### src/rtl/instr_sequencer_if.sv
// Instruction-memory fetch bus between the sequencer (master) and instruction memory (slave).
// The request/address pair is held by the master until the slave acknowledges.
interface instr_sequencer_if #(
  parameter int PC_WIDTH = 32
);
  logic                imem_req;
  logic [PC_WIDTH-1:0] imem_addr;
  logic                imem_ack;
  logic [31:0]         imem_rdata;

  modport master (
    output imem_req,
    output imem_addr,
    input  imem_ack,
    input  imem_rdata
  );

  modport slave (
    input  imem_req,
    input  imem_addr,
    output imem_ack,
    output imem_rdata
  );
endinterface

### src/rtl/instr_sequencer.sv
// Fetch/decode/execute/writeback controller for the 8-bit datapath: owns the PC and drives regfile/ALU controls.
// Optional macro BRANCH_EN adds opcodes 06 (j) and 07 (beq); without it they are illegal.
module instr_sequencer #(
  parameter int                  PC_WIDTH      = 32,
  parameter int                  PC_STEP       = 4,
  parameter logic [PC_WIDTH-1:0] RESET_PC      = '0,
  parameter int                  FETCH_TIMEOUT = 15
) (
  input  logic                     clk,
  input  logic                     reset,
  input  logic                     start,
  instr_sequencer_if.master        imem,
  output logic [2:0]               out1addr,
  output logic [2:0]               out2addr,
  output logic [2:0]               inaddr,
  output logic                     rf_we,
  output logic [2:0]               alu_select,
  output logic [7:0]               imm_value,
  output logic                     imm_sel,
  output logic                     sub_sel,
  input  logic                     alu_zero,
  output logic                     busy,
  output logic                     halted,
  output logic [1:0]               error
);

  localparam logic [2:0] S_IDLE   = 3'd0;
  localparam logic [2:0] S_FETCH  = 3'd1;
  localparam logic [2:0] S_DECODE = 3'd2;
  localparam logic [2:0] S_EXEC   = 3'd3;
  localparam logic [2:0] S_WB     = 3'd4;
  localparam logic [2:0] S_HALT   = 3'd5;
  localparam logic [2:0] S_ERROR  = 3'd6;

  localparam logic [7:0] OP_LOADI = 8'h00;
  localparam logic [7:0] OP_MOV   = 8'h01;
  localparam logic [7:0] OP_ADD   = 8'h02;
  localparam logic [7:0] OP_SUB   = 8'h03;
  localparam logic [7:0] OP_AND   = 8'h04;
  localparam logic [7:0] OP_OR    = 8'h05;
`ifdef BRANCH_EN
  localparam logic [7:0] OP_J     = 8'h06;
  localparam logic [7:0] OP_BEQ   = 8'h07;
`endif
  localparam logic [7:0] OP_HALT  = 8'hFF;

  localparam logic [2:0] ALU_FWD = 3'b000;
  localparam logic [2:0] ALU_ADD = 3'b001;
  localparam logic [2:0] ALU_AND = 3'b010;
  localparam logic [2:0] ALU_OR  = 3'b011;

  localparam logic [1:0] ERR_NONE    = 2'b00;
  localparam logic [1:0] ERR_ILLEGAL = 2'b01;
  localparam logic [1:0] ERR_TIMEOUT = 2'b10;

  localparam logic [PC_WIDTH-1:0] STEP         = PC_WIDTH'(PC_STEP);
  localparam logic [7:0]          TIMEOUT_LAST = 8'(FETCH_TIMEOUT - 1);

  logic [2:0]          state_reg, state_next;
  logic [PC_WIDTH-1:0] pc_reg, pc_next;
  logic [31:0]         ir_reg, ir_next;
  logic [7:0]          cnt_reg, cnt_next;
  logic [1:0]          err_reg, err_next;

  logic [7:0]          opcode;
  logic                op_legal;
  logic                op_halt;
  logic [2:0]          dec_alu;
  logic                dec_imm;
  logic                dec_sub;
  logic [PC_WIDTH-1:0] pc_inc;
  logic                ctrl_active;

`ifdef BRANCH_EN
  logic                op_branch;
  logic                op_beq;
  logic [PC_WIDTH-1:0] br_sext;
  logic [PC_WIDTH-1:0] br_target;
  logic                br_taken;
`endif

  assign opcode = ir_reg[31:24];
  assign pc_inc = pc_reg + STEP;

  always_comb begin
    op_legal = 1'b1;
    op_halt  = 1'b0;
    dec_alu  = ALU_FWD;
    dec_imm  = 1'b0;
    dec_sub  = 1'b0;
`ifdef BRANCH_EN
    op_branch = 1'b0;
    op_beq    = 1'b0;
`endif
    case (opcode)
      OP_LOADI: dec_imm = 1'b1;
      OP_MOV:   dec_alu = ALU_FWD;
      OP_ADD:   dec_alu = ALU_ADD;
      OP_SUB: begin
        dec_alu = ALU_ADD;
        dec_sub = 1'b1;
      end
      OP_AND:   dec_alu = ALU_AND;
      OP_OR:    dec_alu = ALU_OR;
      OP_HALT:  op_halt = 1'b1;
`ifdef BRANCH_EN
      OP_J:     op_branch = 1'b1;
      // beq compares by subtracting the two register operands in the ALU
      OP_BEQ: begin
        op_branch = 1'b1;
        op_beq    = 1'b1;
        dec_alu   = ALU_ADD;
        dec_sub   = 1'b1;
      end
`endif
      default:  op_legal = 1'b0;
    endcase
  end

`ifdef BRANCH_EN
  // Offset is in instructions; the multiply is truncated, so wrap is modulo 2^PC_WIDTH
  assign br_sext   = {{(PC_WIDTH-8){ir_reg[23]}}, ir_reg[23:16]};
  assign br_target = pc_inc + (br_sext * STEP);
  assign br_taken  = !op_beq || alu_zero;
`endif

  always_comb begin
    state_next = state_reg;
    pc_next    = pc_reg;
    ir_next    = ir_reg;
    cnt_next   = cnt_reg;
    err_next   = err_reg;
    case (state_reg)
      S_IDLE: begin
        if (start) begin
          state_next = S_FETCH;
          cnt_next   = '0;
        end
      end
      S_FETCH: begin
        // An ack arriving in the last allowed cycle still wins over the timeout
        if (imem.imem_ack) begin
          ir_next    = imem.imem_rdata;
          state_next = S_DECODE;
        end else begin
          cnt_next = cnt_reg + 8'd1;
          if (cnt_reg == TIMEOUT_LAST) begin
            state_next = S_ERROR;
            err_next   = ERR_TIMEOUT;
          end
        end
      end
      S_DECODE: begin
        if (!op_legal) begin
          state_next = S_ERROR;
          err_next   = ERR_ILLEGAL;
        end else if (op_halt) begin
          state_next = S_HALT;
        end else begin
          state_next = S_EXEC;
        end
      end
      S_EXEC: begin
`ifdef BRANCH_EN
        if (op_branch) begin
          pc_next    = br_taken ? br_target : pc_inc;
          state_next = S_FETCH;
          cnt_next   = '0;
        end else begin
          state_next = S_WB;
        end
`else
        state_next = S_WB;
`endif
      end
      S_WB: begin
        pc_next    = pc_inc;
        state_next = S_FETCH;
        cnt_next   = '0;
      end
      S_HALT:  state_next = S_HALT;
      S_ERROR: state_next = S_ERROR;
      default: state_next = S_IDLE;
    endcase
  end

  always_ff @(posedge clk or negedge reset) begin
    if (!reset) begin
      state_reg <= S_IDLE;
      pc_reg    <= RESET_PC;
      ir_reg    <= '0;
      cnt_reg   <= '0;
      err_reg   <= ERR_NONE;
    end else begin
      state_reg <= state_next;
      pc_reg    <= pc_next;
      ir_reg    <= ir_next;
      cnt_reg   <= cnt_next;
      err_reg   <= err_next;
    end
  end

  // Datapath controls are only meaningful while an instruction is in flight
  assign ctrl_active = (state_reg == S_DECODE) || (state_reg == S_EXEC) || (state_reg == S_WB);

  assign out1addr   = ctrl_active ? ir_reg[2:0]   : 3'b000;
  assign out2addr   = ctrl_active ? ir_reg[10:8]  : 3'b000;
  assign inaddr     = ctrl_active ? ir_reg[18:16] : 3'b000;
  assign imm_value  = ctrl_active ? ir_reg[7:0]   : 8'h00;
  assign alu_select = ctrl_active ? dec_alu       : ALU_FWD;
  assign imm_sel    = ctrl_active && dec_imm;
  assign sub_sel    = ctrl_active && dec_sub;

  assign rf_we  = (state_reg == S_WB);
  assign busy   = (state_reg == S_FETCH) || ctrl_active;
  assign halted = (state_reg == S_HALT);
  assign error  = err_reg;

  assign imem.imem_req  = (state_reg == S_FETCH);
  assign imem.imem_addr = pc_reg;

  // Instruction bits with no decoded meaning, plus alu_zero when branches are compiled out
  logic unused_bits;
`ifdef BRANCH_EN
  assign unused_bits = ^{ir_reg[15:11]};
`else
  assign unused_bits = ^{alu_zero, ir_reg[23:19], ir_reg[15:11]};
`endif

endmodule
### src/flat_wrapper.sv
// flat-port wrapper written by rule: the top's interface ports become plain ports
module instr_sequencer_flat 
#(
  parameter int                  PC_WIDTH      = 32,
  parameter int                  PC_STEP       = 4,
  parameter logic [PC_WIDTH-1:0] RESET_PC      = '0,
  parameter int                  FETCH_TIMEOUT = 15
)
  (clk, reset, start, out1addr, out2addr, inaddr, rf_we, alu_select, imm_value, imm_sel, sub_sel, alu_zero, busy, halted, error, imem_imem_req, imem_imem_addr, imem_imem_ack, imem_imem_rdata);
  instr_sequencer_if #(.PC_WIDTH(PC_WIDTH)) imem_i ();
  input  logic clk;
  input  logic reset;
  input  logic start;
  output logic [2:0] out1addr;
  output logic [2:0] out2addr;
  output logic [2:0] inaddr;
  output logic rf_we;
  output logic [2:0] alu_select;
  output logic [7:0] imm_value;
  output logic imm_sel;
  output logic sub_sel;
  input  logic alu_zero;
  output logic busy;
  output logic halted;
  output logic [1:0] error;
  output wire logic [$bits(imem_i.imem_req)-1:0] imem_imem_req;
  output wire logic [$bits(imem_i.imem_addr)-1:0] imem_imem_addr;
  input wire logic [$bits(imem_i.imem_ack)-1:0] imem_imem_ack;
  input wire logic [$bits(imem_i.imem_rdata)-1:0] imem_imem_rdata;
  assign imem_imem_req = imem_i.imem_req;
  assign imem_imem_addr = imem_i.imem_addr;
  assign imem_i.imem_ack = imem_imem_ack;
  assign imem_i.imem_rdata = imem_imem_rdata;
  instr_sequencer #(.PC_WIDTH(PC_WIDTH), .PC_STEP(PC_STEP), .RESET_PC(RESET_PC), .FETCH_TIMEOUT(FETCH_TIMEOUT)) u_core (.clk(clk), .reset(reset), .start(start), .imem(imem_i), .out1addr(out1addr), .out2addr(out2addr), .inaddr(inaddr), .rf_we(rf_we), .alu_select(alu_select), .imm_value(imm_value), .imm_sel(imm_sel), .sub_sel(sub_sel), .alu_zero(alu_zero), .busy(busy), .halted(halted), .error(error));
endmodule
### config.mk
export PLATFORM = sky130hd
export DESIGN_NAME = instr_sequencer_flat
export DESIGN_NICKNAME = d
export VERILOG_FILES = /design/src/rtl/instr_sequencer_if.sv /design/src/rtl/instr_sequencer.sv /design/src/flat_wrapper.sv
export SDC_FILE = /design/constraint.sdc
export NUM_CORES = 1
export LEC_CHECK = 0
export CORE_ASPECT_RATIO = 0.9
export CORE_MARGIN = 1
export CORE_UTILIZATION = 47
export CTS_CLUSTER_SIZE = 25
export DETAILED_ROUTE_END_ITERATION = 16
export PLACE_DENSITY = 0.81
export SLEW_MARGIN = 30
export SYNTH_ARGS = -nofsm -noshare
export SYNTH_HDL_FRONTEND = slang
export SYNTH_SLANG_ARGS = --single-unit
### constraint.sdc
create_clock -name clk -period 2.6 [get_ports clk]
set_input_delay 0.65 -clock clk [delete_from_list [all_inputs] [get_ports clk]]
set_output_delay 0.65 -clock clk [all_outputs]
set_load 0.02 [all_outputs]
After elaboration in Yosys (flattened, before gate mapping)
Cells that the tools add are included.
{"block": "word_totals", "out_inout_bits": 60, "word_cells": 63, "register_bits": 77, "in_bits": 37}
{"block": "op_classes", "n_eq_ne": 18, "muxes": 23, "addsub": 2, "reduce_logical": 15}
{"cell": "32-bit by 3-bit adder with 32-bit output, second input constant", "count": 1}
{"cell": "3-bit 2-to-1 mux", "count": 8}
{"cell": "8-bit 2-to-1 mux", "count": 3}
{"cell": "8-bit one-hot mux with 3 select lines", "count": 1}
{"cell": "3-bit one-hot mux with 7 select lines", "count": 1}
{"cell": "8-bit by 2-bit == test with 1-bit output, second input constant", "count": 2}
{"cell": "8-bit by 3-bit == test with 1-bit output, second input constant", "count": 2}
{"cell": "3-bit == test, second input constant", "count": 3}
{"cell": "8-bit by 1-bit adder with 8-bit output, second input constant", "count": 1}
{"cell": "8-bit by 1-bit == test with 1-bit output, second input constant", "count": 1}
{"cell": "8-bit by 4-bit == test with 1-bit output, second input constant", "count": 1}
{"cell": "8-bit == test, second input constant", "count": 1}
{"cell": "8-bit zero test", "count": 1}
{"cell": "2-bit 2-to-1 mux", "count": 4}
{"cell": "7-bit OR reduction", "count": 1}
{"cell": "3-bit by 2-bit == test with 1-bit output, second input constant", "count": 2}
{"cell": "2-bit != test, second input constant", "count": 3}
{"cell": "2-bit one-hot mux with 3 select lines", "count": 1}
{"cell": "1-bit 2-to-1 mux", "count": 4}
{"cell": "2-bit one-hot mux with 2 select lines", "count": 1}
{"cell": "2-bit AND reduction", "count": 2}
{"cell": "4-bit AND reduction", "count": 1}
{"cell": "3-bit by 1-bit == test with 1-bit output, second input constant", "count": 1}
{"cell": "3-bit zero test", "count": 1}
{"cell": "8 further kinds", "count": 11}

Logic depth before layout (Yosys ltp)
Gate-level depths: netlist of the first run.
{"block": "logic_depth", "depth_word": 5, "mapped_depth": 8}

Worst setup path before layout of the first run
OpenSTA, ideal clock, no wires.
{"block": "synth_timing", "path_type": "reg-to-output", "from": "reg u_core.state_reg[0]", "to": "out out1addr[0]", "path_slack_ns": -0.291, "t_required_ns": 1.950, "path_stages_with_launch": 9, "path_buffers": 4, "arrival_ns": 2.241, "cell_sequence": "dfrtp_1 > buf_2 > or3b_2 > clkbuf_2 > inv_1 > a21oi_1 > clkbuf_1 > nor2b_1 > buf_4"}
{"element": "from (decl)", "line": "instr_sequencer.sv:59", "rtl": "logic [2:0] state_reg, state_next;"}
{"element": "from (signal assigned)", "line": "instr_sequencer.sv:195", "rtl": "state_reg <= state_next;"}
{"element": "3-bit == test"}
{"element": "via rf_we", "line": "flat_wrapper.sv:17", "rtl": "output logic rf_we;"}
{"element": "1-bit logical OR", "line": "instr_sequencer.sv:204", "rtl": "assign ctrl_active = (state_reg == S_DECODE) || (state_reg == S_EXEC) || (state_reg == S_WB);"}
{"element": "3-bit 2-to-1 mux", "line": "instr_sequencer.sv:206", "rtl": "assign out1addr = ctrl_active ? ir_reg[2:0] : 3'b000;"}
{"element": "to (decl)", "line": "flat_wrapper.sv:14", "rtl": "output logic [2:0] out1addr;"}
The timed path passes the listed nets, and every way through them passes these cells.

Final worst setup path of the first run
{"block": "layout_timing", "from": "reg u_core.ir_reg[29]", "to": "out alu_select[0]"}
{"block": "layout_between", "elab_chain_len": 4}
{"element": "from (decl)", "line": "instr_sequencer.sv:61", "rtl": "logic [31:0] ir_reg, ir_next;"}
{"element": "from (signal assigned)", "line": "instr_sequencer.sv:197", "rtl": "ir_reg <= ir_next;"}
{"element": "8-bit by 2-bit == test with 1-bit output", "line": "instr_sequencer.sv:95", "rtl": "case (opcode)"}
{"element": "2-bit OR reduction (no source line)"}
{"element": "2-bit one-hot mux with 3 select lines *", "line": "instr_sequencer.sv:95"}
{"element": "2-bit 2-to-1 mux *", "line": "instr_sequencer.sv:210", "rtl": "assign alu_select = ctrl_active ? dec_alu : ALU_FWD;"}
{"element": "to (decl)", "line": "flat_wrapper.sv:18", "rtl": "output logic [2:0] alu_select;"}
Mark *: on every way between the ends. The rest lies on a longest branch, timed or not.

==> summary.md, run 1 <==
| Metric | Value |
|---|---|
| Worst-margin pin slew | `0.8316 ns` |
| # clock sinks | `65` |
| Fillcell total | `532` |
| Fin. Hold Viols | `0` |
| Post-synth top area share | `51.00%` |
| Top FF cell, synth | `dfrtp_1` |
| Synth warnings | `0` |
| Clk pin slew, worst setup/hold paths | `0.07 ns` |
| Leak pwr | `1.868 nW` |
| Clk_skew | `0.003260 ns` |
| Worst path arrival time | `1.93 ns` |
| Final Slew Violations | `0` |
| Placement Cell Area | `4200 um2` |
| Flops & latches, synth | `65` |
| CTS root buffer | `clkbuf_8` |
| Setup TNS | `0 ns` |
| Fmax | `387.9 MHz` |
| Syn Area/Cell | `11.07 um2` |
| Area delta synth->final | `37.35%` |
| Routed len/inst | `15.32 um` |
| Final ANT Viol Nets | `0` |
| Grt ovf | `0` |
| Core ar. | `6551 um2` |
| Share of cells above drive strength 1 | `23.72%` |
| Antenna Cells | `0` |
| Grt peak-use layer | `met2` |
| Distinct cells, synth | `50` |
| Die height | `80.15 um` |
| EDFF count, synth | `0` |
| Max reg flops | `30` |
| Seq/Total Area, Yosys | `51.00%` |
| Area leader, netlist | `dfrtp_1` |
| Clk_lat worst skew | `0.35 ns` |
| Final worst path period share | `99.15%` |
| Startpoint types | `flop` |
| # rows | `28` |
| Number of max-cap violations | `0` |
| Netlist Area Pre-Place | `3189 um2` |
| Min cycle time layout | `2.578 ns` |
| Largest net degree at the start of global routing | `28` |
| Final Net Count | `427` |
| Port bufs | `82` |
| Synthesized instance count | `288` |
| Pwr/cell area | `902.7 nW/um2` |
| TritonCTS buffer count | `9` |
| GRT Total Usage | `22.14%` |
| GP Congestion | `0.8283` |
| Non-Filler Cell Area, Final | `4380 um2` |
| Die area | `7120 um2` |
| Hold Path Class | `in2async` |
| Die Wd | `88.83 um` |
| I/O pins | `97` |
| GR Util met1 | `28.35%` |
| # H-tree levels | `3` |
| Vias | `2558` |
| Status | `finished, final reports clean` |
| CTS Hold Buffers Added | `0` |
| Critical path fanouts, max | `4` |
| Final setup violation count | `0` |
| CTS Buffer Depth | `2` |
| Register Area | `1627 um2` |
| Number of global-route vias before repair | `2477` |
| Crit. End Element | `output pin` |
| Data required, critical path | `1.95 ns` |
| First-pass GRT wire length | `11870 um` |
| Post-synthesis async set-or-reset flop share | `100.0%` |
| Rel. slew slack | `44.10%` |
| GR Layer Usage met2 | `34.85%` |
| VDD IR max | `0.5343 mV` |
| Aggregate routed wire length | `7384 um` |
| Number of antenna violations at the first check in global routing | `0` |
| Area of the multi-input gates | `1478 um2` |
| Hpwl dp | `5183 um` |
| Starting Density | `48.68%` |
| DRT iter0 DRCs | `101` |
| Top cells by area, synth | `dfrtp_1, mux2_2, xnor2_1` |
| Setup CP Type | `reg2out` |
| Drt first pass iters | `4` |
| Drt drc | `0` |
| GRT met3 Usage | `7.503%` |
| CTS tree | `built` |
| Post-DR vias/cell | `5.307` |
[synth_stat cells, types with 6 or more instances]
cell type,n
nand4_1,19
nand3_1,18
a21oi_1,8
nor2b_1,14
inv_1,11
nor2_1,11
buf_4,6
mux2_2,23
xnor2_1,29
dfrtp_1,65
nand2_1,17
[cell type report]
type,count,share of cell area (%)
Clock inverter,5,1.257
Multi-Input combinational cell,199,33.73
Sequential cell,65,37.13
Clock buffer,11,3.228
Inverter,11,0.9426
Timing Repair Buffer,101,21.14
Tap cell,90,2.571
[worst max-delay path, cell delays in order, from the launching register on]
cell and delay, ns:
dfrtp_1 0.39, or4_4 0.55, nor2_4 0.16, nand2b_4 0.08, nor2_1 0.13, clkdlybuf4s15_2 0.28
[layer usage]
layer	vias to the layer above	routed length, um
met5	-	0
met4	0	102
met3	12	385
met2	62	3647
met1	1266	3248
li1	1218	-
[power breakdown]
part	internal (mW)	leakage, nW	switching, mW
Clock	0.465	0.0953	0.383
Sequential	1.26	0.845	0.212
Combinational	0.794	0.928	0.845
[worst paths after layout]
path                                                         end                                   from  slack [ns]  cells past startpoint
max                                                alu_select[0]          u_core.ir_reg[29]$_DFFE_PN0P_        0.02                      5
min                        u_core.imem.imem_addr[28]$_DFFE_PN0P_                                  reset        0.32                      1
max reg2reg                      u_core.state_reg[2]$_DFFE_PN0P_          u_core.cnt_reg[0]$_DFFE_PN0P_        0.58                      6
min reg2reg                u_core.imem.imem_addr[31]$_DFFE_PN0P_  u_core.imem.imem_addr[31]$_DFFE_PN0P_        0.47                      1
max in group asynchronous   u_core.imem.imem_addr[8]$_DFFE_PN0P_                                  reset        1.66                      2
min in group clk           u_core.imem.imem_addr[31]$_DFFE_PN0P_  u_core.imem.imem_addr[31]$_DFFE_PN0P_        0.47                      1
[cells in the final DEF (no fill, tap or decap), types with 4 or more instances in the layout]
cell type	synthesis	final
mux2_2	23	23
xnor2_1	29	29
clkdlybuf4s15_2	0	8
buf_2	3	13
nor3_1	4	4
and2_1	4	4
nand2_1	17	17
buf_4	6	17
nand4_1	19	19
dfrtp_1	65	65
clkdlybuf4s50_1	0	56
nor2_1	11	10
inv_1	11	10
clkbuf_8	0	10
a21oi_1	8	8
nand3_1	18	18
nor2b_1	14	12
[logic make-up after synthesis]
group,share of synthesized area (%)
AOI/OAI and AO/OA,5.493
DFF,51.00
other,0.1176
xor gates and xnor gates,8.788
muxes,8.121
buffers and inverters,4.158
and+or+nand+nor,21.15
adders and majority gates,1.177
[per-stage QoR]
step	hold WS [ns]	total power, mW	setup WS [ns]	util, %	cells
floorplan	0.3544	2.478	0.01050	-	290
global placement	0.4598	3.119	-0.09143	64.11	464
detailed placement	0.4649	3.161	-0.1038	64.11	464
CTS	0.3400	3.941	0.008601	66.46	480
global route	0.3570	4.187	-0.01710	66.86	482
finish	0.3213	3.954	0.02204	66.86	482
[timing repair]
item | in CTS | in global routing
setup buffers | 0 | 2
gates resized for setup | 83 | 6
gates cloned | 0 | 0
setup endpoints to repair | 24 | 15
hold endpoints to repair | 0 | 0
pin swaps | 0 | 2
Note: power is estimated with default switching activity, not from simulation.
==> inputs of run 2 (changes only) <==
==> constraint.sdc (replaced) <==
create_clock -name clk -period 2.8 [get_ports clk]
set_input_delay 0.7 -clock clk [delete_from_list [all_inputs] [get_ports clk]]
set_output_delay 0.7 -clock clk [all_outputs]
set_load 0.02 [all_outputs]
==> run 2 against run 1 <==
Net effect: clock skew grew 0.0019 ns; first-iteration DRC count shrank 22%; largest power group unchanged; clock power grew 14%.
==> summary.md, run 2 (same netlist as run 1, synthesis figures left out) <==
| Metric | Value |
|---|---|
| Slowest CP cell | `clkdlybuf4s50_1` |
| Area of the multi-input gates | `1470 um2` |
| Final setup violation count | `0` |
| Setup TNS | `0 ns` |
| Hpwl dp | `5008 um` |
| Clk_lat worst skew | `0.34 ns` |
| Min cycle time layout | `2.700 ns` |
| Die height | `80.15 um` |
| Starting Density | `48.68%` |
| Port bufs | `82` |
| Clk_skew | `0.005145 ns` |
| Leak pwr | `1.817 nW` |
| Total power | `3.718 mW` |
| Switching power total | `1.318 mW` |
| Final Slew Violations | `0` |
| Setup ws final | `0.1004 ns` |
| # clock sinks | `65` |
| Most common library cell in the layout ignoring fill and taps | `dfrtp_1` |
| Routed len/inst | `14.77 um` |
| Sequential power share | `36.6%` |
| Setup CP Type | `reg2out` |
| CTS tree | `built` |
| Fmax | `370.4 MHz` |
| Placed cells | `458` |
| Status | `finished, final reports clean` |
| Final Net Count | `419` |
| Post-CTS setup buffer count | `0` |
| CTS root buffer | `clkbuf_8` |
| Post-DR vias/cell | `5.278` |
| Startpoint types | `flop` |
| VDD IR max | `0.5878 mV` |
| GRT Total Usage | `21.46%` |
| TritonCTS buffer count | `9` |
| Number of global-route vias before repair | `2480` |
| Critical path fanouts, max | `3` |
| # H-tree levels | `3` |
| Area delta synth->final | `34.80%` |
| Grt ovf | `0` |
| DP Worst Slack | `0.01861 ns` |
| Worst-margin pin slew | `0.8102 ns` |
| Hold Path Class | `in2async` |
| DRT iter0 DRCs | `79` |
| Rel. slew slack | `45.54%` |
| Largest net degree at the start of global routing | `29` |
| Vias | `2502` |
| Register Area | `1627 um2` |
| Die area | `7120 um2` |
| Core ar. | `6551 um2` |
| Aggregate routed wire length | `7003 um` |
| Final worst path period share | `96.42%` |
| Reg2reg setup slack | `0.73 ns` |
| # rows | `28` |
| Clock power share | `25.9%` |
| Data required, critical path | `2.10 ns` |
| Net Sw Frac | `35.44%` |
| CTS Buffer Depth | `2` |
| Drt first pass iters | `4` |
| Drt drc | `0` |
| Antenna Cells | `0` |
| P_int | `2.401 mW` |
| Share of cells above drive strength 1 | `21.35%` |
| GP Congestion | `0.8494` |
| Die Wd | `88.83 um` |
| Final ANT Viol Nets | `0` |
| I/O pins | `97` |
| Worst path arrival time | `2.00 ns` |
| Critical Path Max Stage Delay | `0.59 ns` |
| Final cell count without fillers | `474` |
| Number of antenna violations at the first check in global routing | `0` |
| Commonest cells after routing, fill and taps aside | `dfrtp_1, clkdlybuf4s50_1, xnor2_1, mux2_2, nand4_1` |
| Fillcell total | `528` |
| First-pass GRT wire length | `11430 um` |
| Number of max-cap violations | `0` |
| Clk pin slew, worst setup/hold paths | `0.07 ns` |
| Max reg flops | `30` |
| Crit. End Element | `output pin` |
| Pwr/cell area | `864.9 nW/um2` |
| Cell breakdown of the critical path | `or3b_2 > inv_1 > buf_4 > clkdlybuf4s50_1` |
| Fin. Hold Viols | `0` |
| Comb power frac | `37.5%` |
run 2: cell types whose count changed in the layout (fill, tap and decap cells not counted), sizes merged:
cell and delta:
clkdlybuf4s15 -7, bufinv +2, buf -20, dlymetal6s2s -1
clkdlybuf4s50 +3, clkbuf +15
run 2: area by class of cell:
class	count	share of cell area (%)
Multi-Input combinational cell	199	34.20
Timing Repair Buffer	93	18.74
Tap cell	90	2.619
Clock buffer	9	2.881
Clock inverter	7	2.765
Sequential cell	65	37.83
Inverter	11	0.9604
run 2: path summary, 6_finish.rpt:
| path | start | to | cells after the start |
|---|---|---|---|
| setup / recovery | u_core.state_reg[1]$_DFFE_PN0P_ | rf_we | 4 |
| min in group clk | u_core.imem.imem_addr[31]$_DFFE_PN0P_ | u_core.imem.imem_addr[31]$_DFFE_PN0P_ | 1 |
| max in group asynchronous | reset | u_core.imem.imem_addr[19]$_DFFE_PN0P_ | 2 |
| setup reg to reg | u_core.cnt_reg[0]$_DFFE_PN0P_ | u_core.state_reg[2]$_DFFE_PN0P_ | 6 |
| hold / removal | reset | u_core.imem.imem_addr[28]$_DFFE_PN0P_ | 1 |
| hold reg to reg | u_core.imem.imem_addr[31]$_DFFE_PN0P_ | u_core.imem.imem_addr[31]$_DFFE_PN0P_ | 1 |
run 2: power groups by stage:
| stage | combinational [mW] | clock, mW | sequential [mW] |
|---|---|---|---|
| after floorplan | 0.930 | 0 | 1.36 |
| final | 1.39 | 0.963 | 1.36 |
| after CTS | 1.42 | 0.982 | 1.36 |
| after global placement | 1.48 | 0 | 1.36 |
| after detailed placement | 1.51 | 0 | 1.37 |
| after global routing | 1.51 | 1.02 | 1.40 |
run 2: what timing repair did:
action | 4_1_cts | 5_1_grt
gates resized for setup | 25 | 40
hold buffers | 0 | 0
endpoints found under the setup margin | 22 | 21
gates cloned | 0 | 0
run 2: metal layers:
layer  track usage, %  share of wire [%]  up-vias  wire (um)
met4            6.452                1.3        0         92
met1            27.05                 44     1236       3092
met3            7.811                5.3        7        371
met2            34.38                 49       63       3446
met5                0                  0        -          0
li1                 -                  -     1196          -
run 2: through the flow:
stage / hold WS [ns] / area, um2 / util, %
final: 0.3735 / 4299 / 65.62
after global routing: 0.4077 / 4299 / 65.62
after CTS: 0.3918 / 4358 / 66.52
after detailed placement: 0.4655 / 4138 / 63.16
after global placement: 0.4583 / 4138 / 63.16
after floorplan: 0.4044 / 3218 / -
run 2: worst max-delay path, delay by kind of cell (launching register included):
kind          cells  cell delay [ns]
buf+inv           3             0.82
simple gates      1             0.47
flops             1             0.38
